===== src/rtl/arb_pkg.sv =====
// Shared types and constants for the four-requester round-robin arbiter.
package arb_pkg;

  localparam int unsigned NREQ = 4;
  localparam int unsigned IDW  = 2;

  typedef enum logic {
    IDLE  = 1'b0,
    GRANT = 1'b1
  } state_e;

  localparam logic [NREQ-1:0] ONEHOT4 [NREQ] = '{4'b0001, 4'b0010, 4'b0100, 4'b1000};

endpackage


===== src/rtl/onehot_enc4.sv =====
// Combinational 4-bit one-hot to 2-bit index encoder; outputs 0 when disabled.
module onehot_enc4
  import arb_pkg::*;
(
  input  logic            en,
  input  logic [NREQ-1:0] oh,
  output logic [IDW-1:0]  idx_c
);

  always_comb begin
    idx_c = '0;
    if (en) begin
      case (oh)
        4'b0001: idx_c = 2'd0;
        4'b0010: idx_c = 2'd1;
        4'b0100: idx_c = 2'd2;
        4'b1000: idx_c = 2'd3;
        default: idx_c = '0;
      endcase
    end
  end

endmodule


===== src/rtl/rr_arb4_ctrl.sv =====
// Round-robin arbiter for four requesters with a bounded grant tenure.
// Fairness comes from a rotating pointer that holds the most recent grantee.
module rr_arb4_ctrl
  import arb_pkg::*;
#(
  parameter int unsigned MAX_HOLD = 8,
  parameter int unsigned CNT_W    = 8
) (
  input  logic            clk,
  input  logic            rst_n,
  input  logic            en,
  input  logic [NREQ-1:0] req,
  input  logic            done,
  output logic [NREQ-1:0] gnt,
  output logic [IDW-1:0]  gnt_id,
  output logic            gnt_vld
);

  state_e           state_q, state_d;
  logic [NREQ-1:0]  gnt_q, gnt_d;
  logic [IDW-1:0]   gnt_id_q, gnt_id_d;
  logic             gnt_vld_q, gnt_vld_d;
  logic [CNT_W-1:0] hold_cnt_q, hold_cnt_d;
  logic [IDW-1:0]   ptr_q, ptr_d;

  logic [NREQ-1:0]  cand_c;
  logic             pick_found_c;
  logic [IDW-1:0]   pick_c;
  logic [IDW-1:0]   scan_idx_c;
  logic             timeout_c;
  logic             release_c;
  logic             regrant_c;
  logic [IDW-1:0]   enc_idx_c;

  // State register
  always_ff @(posedge clk or negedge rst_n) begin
    if (!rst_n) begin
      state_q    <= IDLE;
      gnt_q      <= '0;
      gnt_id_q   <= '0;
      gnt_vld_q  <= 1'b0;
      hold_cnt_q <= '0;
      ptr_q      <= IDW'(NREQ - 1);
    end else begin
      state_q    <= state_d;
      gnt_q      <= gnt_d;
      gnt_id_q   <= gnt_id_d;
      gnt_vld_q  <= gnt_vld_d;
      hold_cnt_q <= hold_cnt_d;
      ptr_q      <= ptr_d;
    end
  end

  // Release detection and rotating-priority scan; the holder is masked out on handoff
  always_comb begin
    timeout_c    = (hold_cnt_q == CNT_W'(MAX_HOLD));
    release_c    = (state_q == GRANT) && (!req[gnt_id_q] || done || timeout_c);
    regrant_c    = timeout_c && req[gnt_id_q] && !done;
    cand_c       = (state_q == GRANT) ? (req & ~gnt_q) : req;
    pick_found_c = 1'b0;
    pick_c       = ptr_q;
    scan_idx_c   = ptr_q;
    // Walk from lowest priority up so the highest-priority hit is written last
    for (int i = NREQ; i >= 1; i--) begin
      scan_idx_c = IDW'(ptr_q + IDW'(i));
      if (cand_c[scan_idx_c]) begin
        pick_found_c = 1'b1;
        pick_c       = scan_idx_c;
      end
    end
  end

  // Next-state logic
  always_comb begin
    state_d = state_q;
    if (!en) begin
      state_d = IDLE;
    end else begin
      case (state_q)
        IDLE:    if (pick_found_c) state_d = GRANT;
        GRANT:   if (release_c && !pick_found_c && !regrant_c) state_d = IDLE;
        default: state_d = IDLE;
      endcase
    end
  end

  // Grant, hold counter and pointer updates
  always_comb begin
    gnt_d      = gnt_q;
    hold_cnt_d = hold_cnt_q;
    ptr_d      = ptr_q;
    if (!en) begin
      gnt_d      = '0;
      hold_cnt_d = '0;
    end else begin
      case (state_q)
        IDLE: begin
          gnt_d = '0;
          if (pick_found_c) begin
            gnt_d      = ONEHOT4[pick_c];
            hold_cnt_d = CNT_W'(1);
            ptr_d      = pick_c;
          end
        end
        GRANT: begin
          if (!release_c) begin
            hold_cnt_d = hold_cnt_q + CNT_W'(1);
          end else if (pick_found_c) begin
            gnt_d      = ONEHOT4[pick_c];
            hold_cnt_d = CNT_W'(1);
            ptr_d      = pick_c;
          end else if (regrant_c) begin
            hold_cnt_d = CNT_W'(1);
          end else begin
            gnt_d      = '0;
            hold_cnt_d = '0;
          end
        end
        default: begin
          gnt_d      = '0;
          hold_cnt_d = '0;
        end
      endcase
    end
  end

  // gnt_id keeps its last value while no grant is active
  assign gnt_vld_d = |gnt_d;
  assign gnt_id_d  = gnt_vld_d ? enc_idx_c : gnt_id_q;

  onehot_enc4 u_enc (
    .en    (gnt_vld_d),
    .oh    (gnt_d),
    .idx_c (enc_idx_c)
  );

  assign gnt     = gnt_q;
  assign gnt_id  = gnt_id_q;
  assign gnt_vld = gnt_vld_q;

endmodule


===== config.mk =====
export PLATFORM = sky130hd
export DESIGN_NAME = rr_arb4_ctrl
export DESIGN_NICKNAME = d
export VERILOG_FILES = /design/src/rtl/arb_pkg.sv /design/src/rtl/onehot_enc4.sv /design/src/rtl/rr_arb4_ctrl.sv
export SDC_FILE = /design/constraint.sdc
export NUM_CORES = 1
export LEC_CHECK = 0
export CAP_MARGIN = 20
export CORE_MARGIN = 1.5
export CORE_UTILIZATION = 30
export DETAILED_ROUTE_END_ITERATION = 10
export PLACE_DENSITY = 0.46
export SLEW_MARGIN = 20
export SYNTH_ARGS = -nofsm -noshare
export SYNTH_HDL_FRONTEND = slang
export SYNTH_SLANG_ARGS = --single-unit

===== constraint.sdc =====
create_clock -name clk -period 4.78 [get_ports clk]
set_input_delay 0.478 -clock clk [delete_from_list [all_inputs] [get_ports clk]]
set_output_delay 0.478 -clock clk [all_outputs]
set_load 0.01 [all_outputs]

# Word-level counts from Yosys, hierarchy flattened
# Index checks and enable logic that the tools add are counted.
word_totals:
  latchBits: 0
  word_cells: 80
  out_inout_bits: 7
  ff_bits: 18
  ram_bits: 0
  n_memories: 0
  rom_bits: 0
  inputBits: 8
classes:
  div_mod_pow: 0
  n_eq_ne: 6
  n_bitwise: 4
  n_lt_le_gt_ge: 6
  n_addsub: 4
  shifts: 0
  reduce_logical: 13
  n_mul: 0
  mux: 41
op_table:
  columns: ["operator", "count"]
  rows:
  - ["4-bit 2-to-1 mux", 8]
  - ["8-bit 2-to-1 mux", 3]
  - ["8-bit case mux with 2 select lines", 1]
  - ["2-bit by 3-bit < comparator with 1-bit output, second input constant", 5]
  - ["1-bit 2-to-1 mux", 14]
  - ["1-bit binary-select mux with 2-bit select", 5]
  - ["2-bit 2-to-1 mux", 5]
  - ["8-bit by 1-bit adder with 8-bit output, second input constant", 1]
  - ["4-bit binary-select mux with 2-bit select", 1]
  - ["8-bit by 4-bit == test with 1-bit output, second input constant", 1]
  - ["4-bit case mux with 2 select lines", 1]
  - ["2-bit case mux with 3 select lines", 1]
  - ["1-bit logical AND", 5]
  - ["2-bit adder, second input constant", 2]
  - ["4-bit bitwise AND", 1]
  - ["4-bit by 2-bit == test with 1-bit output, second input constant", 1]
  - ["4-bit by 3-bit == test with 1-bit output, second input constant", 1]
  - ["4-bit == test, second input constant", 1]
  - ["1-bit logical NOT", 4]
  - ["4-bit NOT", 1]
  - ["2-bit case mux with 2 select lines", 1]
  - ["4-bit OR reduction", 1]
  - ["3-bit greater-or-equal comparator, second input constant", 1]
  - ["3-bit inequality test, second input constant", 1]
  - ["7 further kinds", 8]

# Longest topological paths before layout
# Gate-level depths: netlist of run 1.
depth:
  depth_word: 18
  depth_mapped: 7
  mapped_depth_nobuf: 7

# Hierarchy
# A second synthesis of run 1 with hierarchy kept.
unflattened:
  cells_unflattened: 126
  area_unflattened_um2: 1231.2
modules_own_cells:
  columns: ["mod", "seq_area_each_um2", "cells_each", "area_each_um2", "instances"]
  rows:
  - ["rr_arb4_ctrl", 452.9, 121, 1192.4, 1]
  - ["onehot_enc4", 0.0, 5, 38.8, 1]

# Worst setup path after synthesis of run 1
# OpenSTA, ideal clock, no wires.
synth_path:
  kind: "register to register"
  start: "register ptr_q[0]"
  end: "register gnt_id_q[0], in the netlist gnt_id[0]"
  path_stages_with_launch: 8
  period_less_slack_ns: 2.028
  setup_time_ns: 0.111
  t_arrival_ns: 1.917
  setup_slack_ns: 2.752
  required_time_ns: 4.669
  n_path_buf: 1
  cell_sequence: "dfstp_2 -> buf_6 -> mux2_4 -> a21oi_1 -> a2bb2oi_1 -> o221a_2 -> o21bai_1 -> a2111oi_2"
synth_via:
  elab_chain_len: 16
  word_cells_on_any_way: 32
  classes_between: "3 x add/sub; 3 x eq/ne; 24 x mux; 1 x bitwise; 1 x reduce/logical"
synth_lines:
  columns: ["element", "line_no", "source"]
  rows:
  - ["start: declaration", "rr_arb4_ctrl.sv:24", "logic [IDW-1:0] ptr_q, ptr_d;"]
  - ["start signal: assignment", "rr_arb4_ctrl.sv:43", "ptr_q <= IDW'(NREQ - 1);"]
  - ["start signal: assignment", "rr_arb4_ctrl.sv:50", "ptr_q <= ptr_d;"]
  - ["2-bit adder", "rr_arb4_ctrl.sv:65", "scan_idx_c = IDW'(ptr_q + IDW'(i));"]
  - ["1-bit binary-select mux with 2-bit select", "rr_arb4_ctrl.sv:66", "if (cand_c[scan_idx_c]) begin"]
  - ["1-bit 2-to-1 mux (not written as such)", "rr_arb4_ctrl.sv:66", null]
  - ["2-bit 2-to-1 mux (3 in a row)", "rr_arb4_ctrl.sv:66", null]
  - ["2-bit NOT with 3-bit output (not written as such)", "rr_arb4_ctrl.sv:100, rr_arb4_ctrl.sv:109", null]
  - ["4-bit binary-select mux with 2-bit select", "rr_arb4_ctrl.sv:100, rr_arb4_ctrl.sv:109", null]
  - ["4-bit 2-to-1 mux (not written as such) (2 in a row)", "rr_arb4_ctrl.sv:100, rr_arb4_ctrl.sv:109", null]
  - ["4-bit 2-to-1 mux", "rr_arb4_ctrl.sv:108", "end else if (pick_found_c) begin"]
  - ["4-bit 2-to-1 mux", "rr_arb4_ctrl.sv:106", "if (!release_c) begin"]
  - ["4-bit case mux with 2 select lines (*)", "rr_arb4_ctrl.sv:96", "case (state_q)"]
  - ["4-bit 2-to-1 mux (*)", "rr_arb4_ctrl.sv:92", "if (!en) begin"]
  - ["4-bit == test (tied with other cells)", "onehot_enc4.sv:13", "case (oh)"]
  - ["2-bit case mux with 3 select lines", "onehot_enc4.sv:13", null]
  - ["end signal: assignment", "rr_arb4_ctrl.sv:47", "gnt_id_q <= gnt_id_d;"]
  - ["end: declaration", "rr_arb4_ctrl.sv:21", "logic [IDW-1:0] gnt_id_q, gnt_id_d;"]
# Mark *: on every way between the ends. The rest lies on a longest branch, timed or not. The select of a mux whose other input is x is not followed.
# A chain may end at the register's enable or synchronous reset.

# Worst setup path after layout of run 1
layout_path:
  start: "input port req[1]"
  end: "register gnt_id_q[0], in the netlist gnt_id[0]"
layout_via:
  elab_chain_len: 17
  word_cells_on_any_way: 40
  classes_between: "3 x eq/ne; 28 x mux; 2 x bitwise; 7 x reduce/logical"
layout_lines:
  columns: ["element", "line_no", "source"]
  rows:
  - ["start: declaration", "rr_arb4_ctrl.sv:12", "input logic [NREQ-1:0] req,"]
  - ["4-bit bitwise AND", "rr_arb4_ctrl.sv:59", "cand_c = (state_q == GRANT) ? (req & ~gnt_q) : req;"]
  - ["4-bit 2-to-1 mux", "rr_arb4_ctrl.sv:59", null]
  - ["1-bit binary-select mux with 2-bit select", "rr_arb4_ctrl.sv:66", null]
  - ["1-bit 2-to-1 mux (not written as such)", "rr_arb4_ctrl.sv:66", null]
  - ["2-bit 2-to-1 mux (3 in a row)", "rr_arb4_ctrl.sv:66", null]
  - ["2-bit NOT with 3-bit output (not written as such)", "rr_arb4_ctrl.sv:100, rr_arb4_ctrl.sv:109", null]
  - ["4-bit binary-select mux with 2-bit select", "rr_arb4_ctrl.sv:100, rr_arb4_ctrl.sv:109", null]
  - ["4-bit 2-to-1 mux (not written as such) (2 in a row)", "rr_arb4_ctrl.sv:100, rr_arb4_ctrl.sv:109", null]
  - ["4-bit 2-to-1 mux", "rr_arb4_ctrl.sv:108", null]
  - ["4-bit 2-to-1 mux", "rr_arb4_ctrl.sv:106", null]
  - ["4-bit case mux with 2 select lines (*)", "rr_arb4_ctrl.sv:96", null]
  - ["4-bit 2-to-1 mux (*)", "rr_arb4_ctrl.sv:92", null]
  - ["4-bit == test (tied with other cells)", "onehot_enc4.sv:13", null]
  - ["2-bit case mux with 3 select lines", "onehot_enc4.sv:13", null]
# Marked as above.

==> results.py, run 1 <==
metrics = {
    "pwr": {
        "seq_power_share_pct": 38.2,
        "p_switching_w": 0.0002797,
        "ir_worst_vdd_v": 0.0001877,
        "p_comb_share_pct": 44.3,
        "clkPwrFrac_pct": 17.5,
        "internal-power_w": 0.0004420,
        "powerDensity_nw_per_um2": 481.5,
        "p_sw_share_pct": 38.76,
        "p_leak_nw": 0.6456,
    },
    "worst_setup_path": {
        "critPathTopFamily": "compound AO/OA/AOI/OAI gates",
        "worstPathRequired_ns": 4.92,
        "path_buf_inv": 1,
        "slowest_delay_ns": 0.50,
        "cp-end-kind": "flop",
        "start_kind": "input port",
        "path_cells": "clkdlybuf4s50_1, mux4_2, nor3b_4, a221oi_4, a211oi_1, a2111oi_2",
        "worst_r2r_path_depth": 6,
        "critPathKind": "in2reg",
        "critPathMaxFanout": 9,
        "arrival_ns": 2.54,
        "path_depth": 6,
        "cpMaxStageDelayCell": "mux4_2",
    },
    "clocking": {
        "clk_pin_slew_ns": 0.07,
        "cts.sinks": 18,
        "h-tree-depth": 1,
        "holdBufCountCts": 0,
        "cts_buffer_depth": 2,
        "clock_latency_ns": 0.25,
        "cts_root_buf": "clkbuf_8",
        "cts_post_setup_buffers_inserted": 0,
        "cts_tree": "yes",
        "cts_buffers": 3,
        "post_cts_resized": 0,
    },
    "job": {
        "drv_cap": 0,
    },
    "yosys": {
        "ys_top_cells_by_area": "dfrtp_1, o21ai_0, dfstp_2, nor2_1, a21oi_1",
        "ys_types": 54,
        "synth_edf_count": 0,
        "synth_area_per_cell_um2": 9.342,
        "ys.flop_type": "dfrtp_1",
        "synthCells": 135,
        "async_flop_share_pct": 100.0,
        "synth_seq_area_share_pct": 35.91,
        "ys_warn_count": 0,
        "synth_area_um2": 1261,
        "ys_ff_latch": 18,
        "synth_top_area_share_pct": 31.75,
        "syn_nets": 145,
        "synth_top_area_cell": "dfrtp_1",
    },
    "placement": {
        "place.gp.congestion": 0.7705,
        "hpwl_um": 2248,
        "portBuffers": 14,
    },
    "drt": {
        "vias_per_cell": 5.430,
        "detail-route-antenna-nets": 0,
        "vias": 1086,
        "drc": 0,
        "wl_per_cell_um": 15.43,
        "first_pass_iters": 4,
        "drtIter0Drc": 30,
        "wirelength_um": 3086,
    },
    "global_route": {
        "track_usage_pct": 15.07,
        "grt_pass1_vias": 1098,
        "grt_max_degree": 19,
        "overflow": 0,
        "antenna_found_initial": 0,
        "grt_pass1_wl_um": 5175,
    },
    "timing": {
        "fin_skew_ns": 0.004037,
        "finalHoldViolCount": 0,
        "worst_pin_slew_ns": 0.8181,
        "period_share_pct": 50.22,
        "setup_violations": 0,
        "final.setup.tns_ns": 0,
        "slew_headroom_pct": 45.29,
        "clock.fmax_ghz": 0.4166,
        "min_period_ns": 2.400,
        "rsz0062_at_grt": "false",
        "drv_slew": 0,
        "hold_ws_ns": 0.4945,
    },
    "finish": {
        "drive_above_1_share_pct": 14.67,
        "syn2layout_area_growth_pct": 18.85,
        "layout_commonest_cell": "dfrtp_1",
        "final_core_util_pct": 37.21,
        "mostFrequentLayoutCells": "dfrtp_1, clkdlybuf4s50_1, nor2_1, o21ai_0, nand2_1",
        "n_antenna_cell": 0,
        "layout.nets": 161,
    },
    "die": {
        "die_y_um": 67.84,
        "start_util_pct": 31.30,
        "num_io_pins": 15,
        "die_x_um": 67.84,
        "die_area_um2": 4602,
        "core_um2": 4029,
        "rows": 23,
    },
    "outcome": {
        "outcome": "finished clean",
    },
    "hold_path": {
        "min_path_type": "reg2reg",
        "min_delay_path_depth": 1,
    },
}
[cells in the mapped netlist (all sizes together) (3+ instances only)]
cell type and instances:
o21ai 14, o31ai 3, and3 3, nand2b 4, nor2 14, nand2 10, dfrtp 16, mux2i 3
mux2 4, nand4 3, inv 7, nand3 5, a21oi 7
[metal layers]
metal  vias to the layer above  routed length [um]  GRT usage (%)  share of wire [%]
met3                         2                  79          3.454                2.6
met2                        18                1537          26.72                 50
met5                         -                   0              0                  0
met1                       530                1445          18.44                 47
met4                         0                  24          3.750               0.78
li1                        536                   -              -                  -
[cell type report]
cell class	instances	area, um2
clock buffers	4	55.05
flip-flops and latches	18	452.9
inverters	7	26.28
fillers	420	2530
multi-input cells	107	762.0
repair buffers	14	140.1
well taps	50	62.56
[worst paths after layout]
check | from | endpoint | slack (ns)
max reg2reg | ptr_q[0] | gnt_id[0] | 2.40
max in group asynchronous | rst_n | gnt[0] | 3.58
min in group asynchronous | rst_n | hold_cnt_q[2] | 0.69
min reg2reg | hold_cnt_q[7] | hold_cnt_q[7] | 0.49
max | req[1] | gnt_id[0] | 2.38
min | hold_cnt_q[7] | hold_cnt_q[7] | 0.49
[registers in the layout (all words and copies together), names as in the netlist]
signal      flops
gnt             4
hold_cnt_q      8
ptr_q           2
gnt_id          2
gnt_vld         1
state_q         1
[worst register-to-register path, cell delays in order (launching register included)]
cell and delay [ns]:
dfstp_2 0.70, mux2_2 0.38, a21oi_1 0.21, a21boi_0 0.20
o221a_2 0.29, o21bai_1 0.11, a2111oi_2 0.36
[through the flow]
step / setup slack [ns] / cell area (um2) / power [W] / std cells
finish: 2.380 / 1499 / 0.0007217 / 200
global route: 2.263 / 1499 / 0.0007685 / 200
CTS: 2.390 / 1499 / 0.0007244 / 200
detailed placement: 2.136 / 1444 / 0.0005945 / 196
global placement: 2.224 / 1444 / 0.0006018 / 196
floorplan: 2.752 / 1261 / 0.0004832 / 135
[kinds of logic (layout without fill, tap and decap cells)]
| family | after synthesis | in the layout | synth area share, % |
|---|---|---|---|
| DFF | 18 | 18 | 35.91 |
| and+or+nand+nor | 50 | 50 | 22.52 |
| buffers and inverters | 10 | 25 | 3.670 |
| adders and majority gates | 2 | 2 | 1.984 |
| AOI/OAI and AO/OA | 46 | 46 | 27.18 |
| xor gates and xnor gates | 1 | 1 | 0.6946 |
| muxes | 8 | 8 | 8.035 |
[power groups by stage]
| stage | registers [W] | logic (W) | clock network (W) |
|---|---|---|---|
| after floorplan | 0.000249 | 0.000234 | 0 |
| final | 0.000275 | 0.000320 | 0.000127 |
| after global routing | 0.000283 | 0.000348 | 0.000138 |
| after global placement | 0.000281 | 0.000321 | 0 |
| after CTS | 0.000274 | 0.000321 | 0.000130 |
| after detailed placement | 0.000276 | 0.000319 | 0 |
(Power assumes the default switching activity.)
==> run 2, diff against run 1 <==
Settings changed: PLACE_DENSITY 0.46 to 0.48.
Clock period 4.78 ns to 2.2 ns, I/O delays scaled along.
==> results.py, run 2 (synthesis results as in run 1) <==
metrics = {
    "outcome": {
        "outcome": "finished clean",
    },
    "timing": {
        "finalHoldViolCount": 0,
        "worst_pin_slew_ns": 0.6581,
        "fin_skew_ns": 0.002347,
        "hold_ws_ns": 0.3042,
        "drv_slew": 0,
        "worst_slack_ns": 0.07303,
        "slew_headroom_pct": 55.79,
        "min_period_ns": 2.127,
        "period_share_pct": 96.68,
        "clock.fmax_ghz": 0.4702,
        "setup_violations": 0,
    },
    "drt": {
        "top_layer": "met4",
        "vias_per_cell": 5.372,
        "detail-route-antenna-nets": 0,
        "drc": 0,
        "wirelength_um": 3294,
        "first_pass_iters": 4,
        "drtIter0Drc": 67,
        "met2_length_um": 1628,
        "wl_per_cell_um": 15.11,
        "route.met3.wl_um": 106,
        "drt-met1-wl_um": 1529,
        "vias": 1171,
    },
    "clocking": {
        "h-tree-depth": 1,
        "cts_buffers": 3,
        "holdBufCountCts": 0,
        "cts.sinks": 18,
        "cts_tree": "yes",
        "cts_root_buf": "clkbuf_8",
        "clock_latency_ns": 0.25,
        "cts_buffer_depth": 2,
        "clk_pin_slew_ns": 0.07,
    },
    "pwr": {
        "powerDensity_nw_per_um2": 1029,
        "internal-power_w": 0.001062,
        "seq_power_share_pct": 31.7,
        "p_switching_w": 0.0006443,
        "ir_worst_vdd_v": 0.0005565,
        "clkPwrFrac_pct": 16.1,
        "p_sw_share_pct": 37.75,
        "p_leak_nw": 0.7347,
        "p_comb_share_pct": 52.1,
    },
    "worst_setup_path": {
        "arrival_ns": 2.28,
        "path_buf_inv": 1,
        "worstPathRequired_ns": 2.35,
        "start_kind": "flop",
        "path_cells": "buf_6, mux2_2, o211ai_1, a2bb2oi_1, o221a_2, and2_2, a2111oi_2",
        "critPathKind": "reg2reg",
        "critPathTopFamily": "compound AO/OA/AOI/OAI gates",
        "critPathMaxFanout": 8,
        "slowest_delay_ns": 0.59,
        "cpMaxStageDelayCell": "dfstp_2",
        "cp-end-kind": "flop",
    },
    "finish": {
        "n_antenna_cell": 0,
        "ff_latch_area_um2": 452.9,
        "regMostFlops": "hold_cnt_q",
        "layout_commonest_cell": "buf_4",
        "mostFrequentLayoutCells": "buf_4, dfrtp_1, clkdlybuf4s50_1",
        "final_core_util_pct": 41.18,
        "syn2layout_area_growth_pct": 31.55,
        "final_cell_area_um2": 1659,
        "layout.nets": 179,
        "multiInputGateArea_um2": 783.3,
        "nFillCells": 403,
        "drive_above_1_share_pct": 25.60,
        "largest_reg_flops": 8,
    },
    "global_route": {
        "antenna_found_initial": 0,
        "grt_pass1_vias": 1126,
        "track_usage_pct": 16.01,
        "overflow": 0,
        "grt_pass1_wl_um": 5430,
        "grt_max_degree": 19,
    },
    "placement": {
        "place_ws_ns": -0.07402,
        "place.gp.congestion": 0.7434,
        "portBuffers": 14,
        "place_area_um2": 1572,
        "hpwl_um": 2454,
    },
    "die": {
        "rows": 23,
        "die_x_um": 67.84,
        "num_io_pins": 15,
        "die_y_um": 67.84,
        "core_um2": 4029,
        "start_util_pct": 31.30,
        "die_area_um2": 4602,
    },
    "hold_path": {
        "min_path_type": "in2async",
    },
    "job": {
        "drv_cap": 0,
    },
}
## run 2: cell count changes in the layout (fill, tap and decap cells not counted), sizes merged
cell and delta:
buf +18
## run 2: cell type report
type / count / share of cell area (%)
Multi-Input combinational cell: 107 / 47.21
Clock buffer: 4 / 3.318
Tap cell: 50 / 3.771
Sequential cell: 18 / 27.30
Timing Repair Buffer: 32 / 16.82
Inverter: 7 / 1.584
## run 2: final timing paths
kind | to | slack [ns] | cells after the start | from
min in group clk | hold_cnt_q[7] | 0.51 | 1 | hold_cnt_q[7]
min reg2reg | hold_cnt_q[7] | 0.51 | 1 | hold_cnt_q[7]
max in group asynchronous | ptr_q[0] | 1.63 | 2 | rst_n
min | hold_cnt_q[2] | 0.30 | 2 | rst_n
max reg2reg | gnt_id[0] | 0.07 | 7 | ptr_q[0]
max | gnt_id[0] | 0.07 | 7 | ptr_q[0]
## run 2: power by group through the flow
| stage | sequential (W) | combinational (W) | clock, W |
|---|---|---|---|
| final | 0.000542 | 0.000890 | 0.000276 |
| after global placement | 0.000543 | 0.000825 | 0 |
| after floorplan | 0.000541 | 0.000509 | 0 |
| after detailed placement | 0.000541 | 0.000833 | 0 |
| after CTS | 0.000536 | 0.000861 | 0.000285 |
| after global routing | 0.000554 | 0.000966 | 0.000307 |
## run 2: what timing repair did
| action | in CTS | in global routing |
|---|---|---|
| buffers inserted | 1 | 0 |
| setup endpoints to repair | 1 | 4 |
| pin swaps | 1 | 0 |
| gates resized for setup | 0 | 6 |
## run 2: layer usage
| layer | vias to the layer above | global-route usage, % |
|---|---|---|
| met1 | 584 | 19.76 |
| met5 | - | 0 |
| li1 | 570 | - |
| met2 | 13 | 27.57 |
| met4 | 0 | 5.250 |
| met3 | 4 | 3.618 |
## run 2: per-stage QoR
step	power (W)	setup TNS (ns)	cells
floorplan	0.001050	0	135
global placement	0.001368	-0.07283	213
detailed placement	0.001375	-0.1256	213
CTS	0.001682	0	218
global route	0.001827	-0.003389	218
finish	0.001707	0	218
==> run 3, diff against run 2 <==
Settings changed: CORE_MARGIN 1.5 to not set, CORE_UTILIZATION 30 to 40, PLACE_DENSITY 0.48 to 0.61.
==> results.py, run 3 (synthesis results as in run 1) <==
metrics = {
    "worst_setup_path": {
        "worstPathRequired_ns": 2.38,
        "worstReg2RegEnd": "gnt[2]",
        "rrSetupSlack_ns": 0.004,
        "worst_r2r_path_depth": 7,
        "critPathKind": "reg2reg",
        "arrival_ns": 2.38,
        "crit-reg2reg-launch": "ptr_q[0]",
        "cp-end-kind": "flop",
        "start_kind": "flop",
        "critPathMaxFanout": 6,
    },
    "drt": {
        "wirelength_um": 3336,
        "met2_length_um": 1529,
        "vias": 1204,
        "drtIter0Drc": 41,
        "first_pass_iters": 4,
        "drc": 0,
        "wl_per_cell_um": 15.81,
        "detail-route-antenna-nets": 0,
        "top_layer": "met4",
        "route.met3.wl_um": 137,
        "drt-met1-wl_um": 1600,
        "vias_per_cell": 5.706,
    },
    "pwr": {
        "internal-power_w": 0.001045,
        "clkPwrFrac_pct": 9.4,
        "ir_worst_vdd_v": 0.0007544,
        "p_leak_nw": 0.7396,
        "p_switching_w": 0.0006890,
        "powerDensity_nw_per_um2": 1042,
        "p_comb_share_pct": 59.9,
        "seq_power_share_pct": 30.8,
        "p_sw_share_pct": 39.73,
    },
    "finish": {
        "mostFrequentLayoutCells": "dfrtp_1, buf_4, clkdlybuf4s50_1",
        "regMostFlops": "hold_cnt_q",
        "largest_reg_flops": 8,
        "layout.nets": 179,
        "drive_above_1_share_pct": 28.14,
        "syn2layout_area_growth_pct": 31.94,
        "final_core_util_pct": 54.96,
        "n_antenna_cell": 0,
    },
    "global_route": {
        "antenna_found_initial": 0,
        "grt_max_degree": 19,
        "grt_pass1_vias": 1098,
        "overflow": 0,
        "grt_pass1_wl_um": 5347,
        "track_usage_pct": 21.30,
    },
    "clocking": {
        "cts_buffer_depth": 2,
        "clock_latency_ns": 0.30,
        "cts.sinks": 18,
        "clk_pin_slew_ns": 0.10,
        "cts_root_buf": "clkbuf_4",
        "cts_tree": "yes",
        "h-tree-depth": 1,
        "cts_buffers": 3,
    },
    "die": {
        "num_io_pins": 15,
        "die_x_um": 58.15,
        "start_util_pct": 41.65,
        "die_y_um": 58.15,
        "die_area_um2": 3381,
        "core_um2": 3028,
        "rows": 20,
    },
    "timing": {
        "drv_slew": 0,
        "final.setup.tns_ns": 0,
        "period_share_pct": 99.82,
        "finalHoldViolCount": 0,
        "fin_skew_ns": 0.01023,
        "worst_pin_slew_ns": 0.4218,
        "rsz0062_at_grt": "true",
        "min_period_ns": 2.196,
        "clock.fmax_ghz": 0.4554,
        "setup_violations": 0,
        "slew_headroom_pct": 71.73,
    },
    "placement": {
        "portBuffers": 14,
        "place.gp.congestion": 0.8878,
        "hpwl_um": 2419,
    },
    "hold_path": {
        "min_path_type": "in2async",
    },
    "outcome": {
        "outcome": "finished clean",
    },
    "job": {
        "drv_cap": 0,
    },
}
## run 3: timing repair
| action | CTS | global route |
|---|---|---|
| hold buffers | 0 | 0 |
| resized for setup | 0 | 14 |
| pin swaps | 0 | 2 |
| setup endpoints to repair | 1 | 6 |
| buffers inserted | 2 | 0 |
| hold endpoints to repair | 0 | 0 |
## run 3: how the worst max path moves through the flow
stage / start / end / slack [ns] / cells past startpoint
after global routing: ptr_q[0] / gnt_id[0] / -0.06 / 7
after global placement: req[2] / gnt_id[1] / -0.07 / 6
after floorplan: ptr_q[0] / gnt_id[0] / 0.17 / 7
after detailed placement: req[2] / gnt_id[0] / -0.10 / 7
final: ptr_q[0] / gnt[2] / 0.004 / 7
after CTS: ptr_q[0] / gnt_id[0] / 0.01 / 7
## run 3: layout make-up
type / count / area (um2)
tap: 44 / 55.05
clock buffer: 3 / 22.52
timing repair buffer: 32 / 295.3
fill: 288 / 1364
sequential: 18 / 454.2
multi-input combinational: 107 / 810.8
inverter: 7 / 26.28
## run 3: worst max-delay path, stage by stage (launching register included)
cell and delay, ns:
dfstp_2 0.62, buf_6 0.12, mux2_4 0.29, a21o_1 0.20, a2bb2oi_2 0.16, o221a_2 0.35
buf_6 0.14, a32o_1 0.21
## run 3: per-layer routing
| layer | track usage (%) | vias to the layer above |
|---|---|---|
| met5 | 0 | - |
| met4 | 8.163 | 0 |
| met3 | 3.571 | 9 |
| met2 | 30.87 | 32 |
| met1 | 31.72 | 587 |
| li1 | - | 576 |
## run 3: power by group through the flow
| stage | Clock (W) | Combinational [W] | Sequential (W) |
|---|---|---|---|
| 6_report | 0.000163 | 0.00104 | 0.000534 |
| 5_1_grt | 0.000183 | 0.00111 | 0.000542 |
| 4_1_cts | 0.000169 | 0.000925 | 0.000524 |
| 3_5_place_dp | 0 | 0.000885 | 0.000539 |
| 3_3_place_gp | 0 | 0.000885 | 0.000536 |
| 2_1_floorplan | 0 | 0.000509 | 0.000541 |
## run 3: per-stage QoR
| stage | setup slack [ns] | cells | instance area (um2) | total power [W] | hold WS, ns |
|---|---|---|---|---|---|
| 2_1_floorplan | 0.1718 | 135 | 1261 | 0.001050 | -0.07559 |
| 3_3_place_gp | -0.06933 | 206 | 1569 | 0.001421 | 0.4710 |
| 3_5_place_dp | -0.1003 | 206 | 1569 | 0.001424 | 0.4806 |
| 4_1_cts | 0.01023 | 211 | 1607 | 0.001618 | 0.2523 |
| 5_1_grt | -0.06375 | 211 | 1664 | 0.001839 | 0.2519 |
| 6_report | 0.003950 | 211 | 1664 | 0.001734 | 0.2461 |
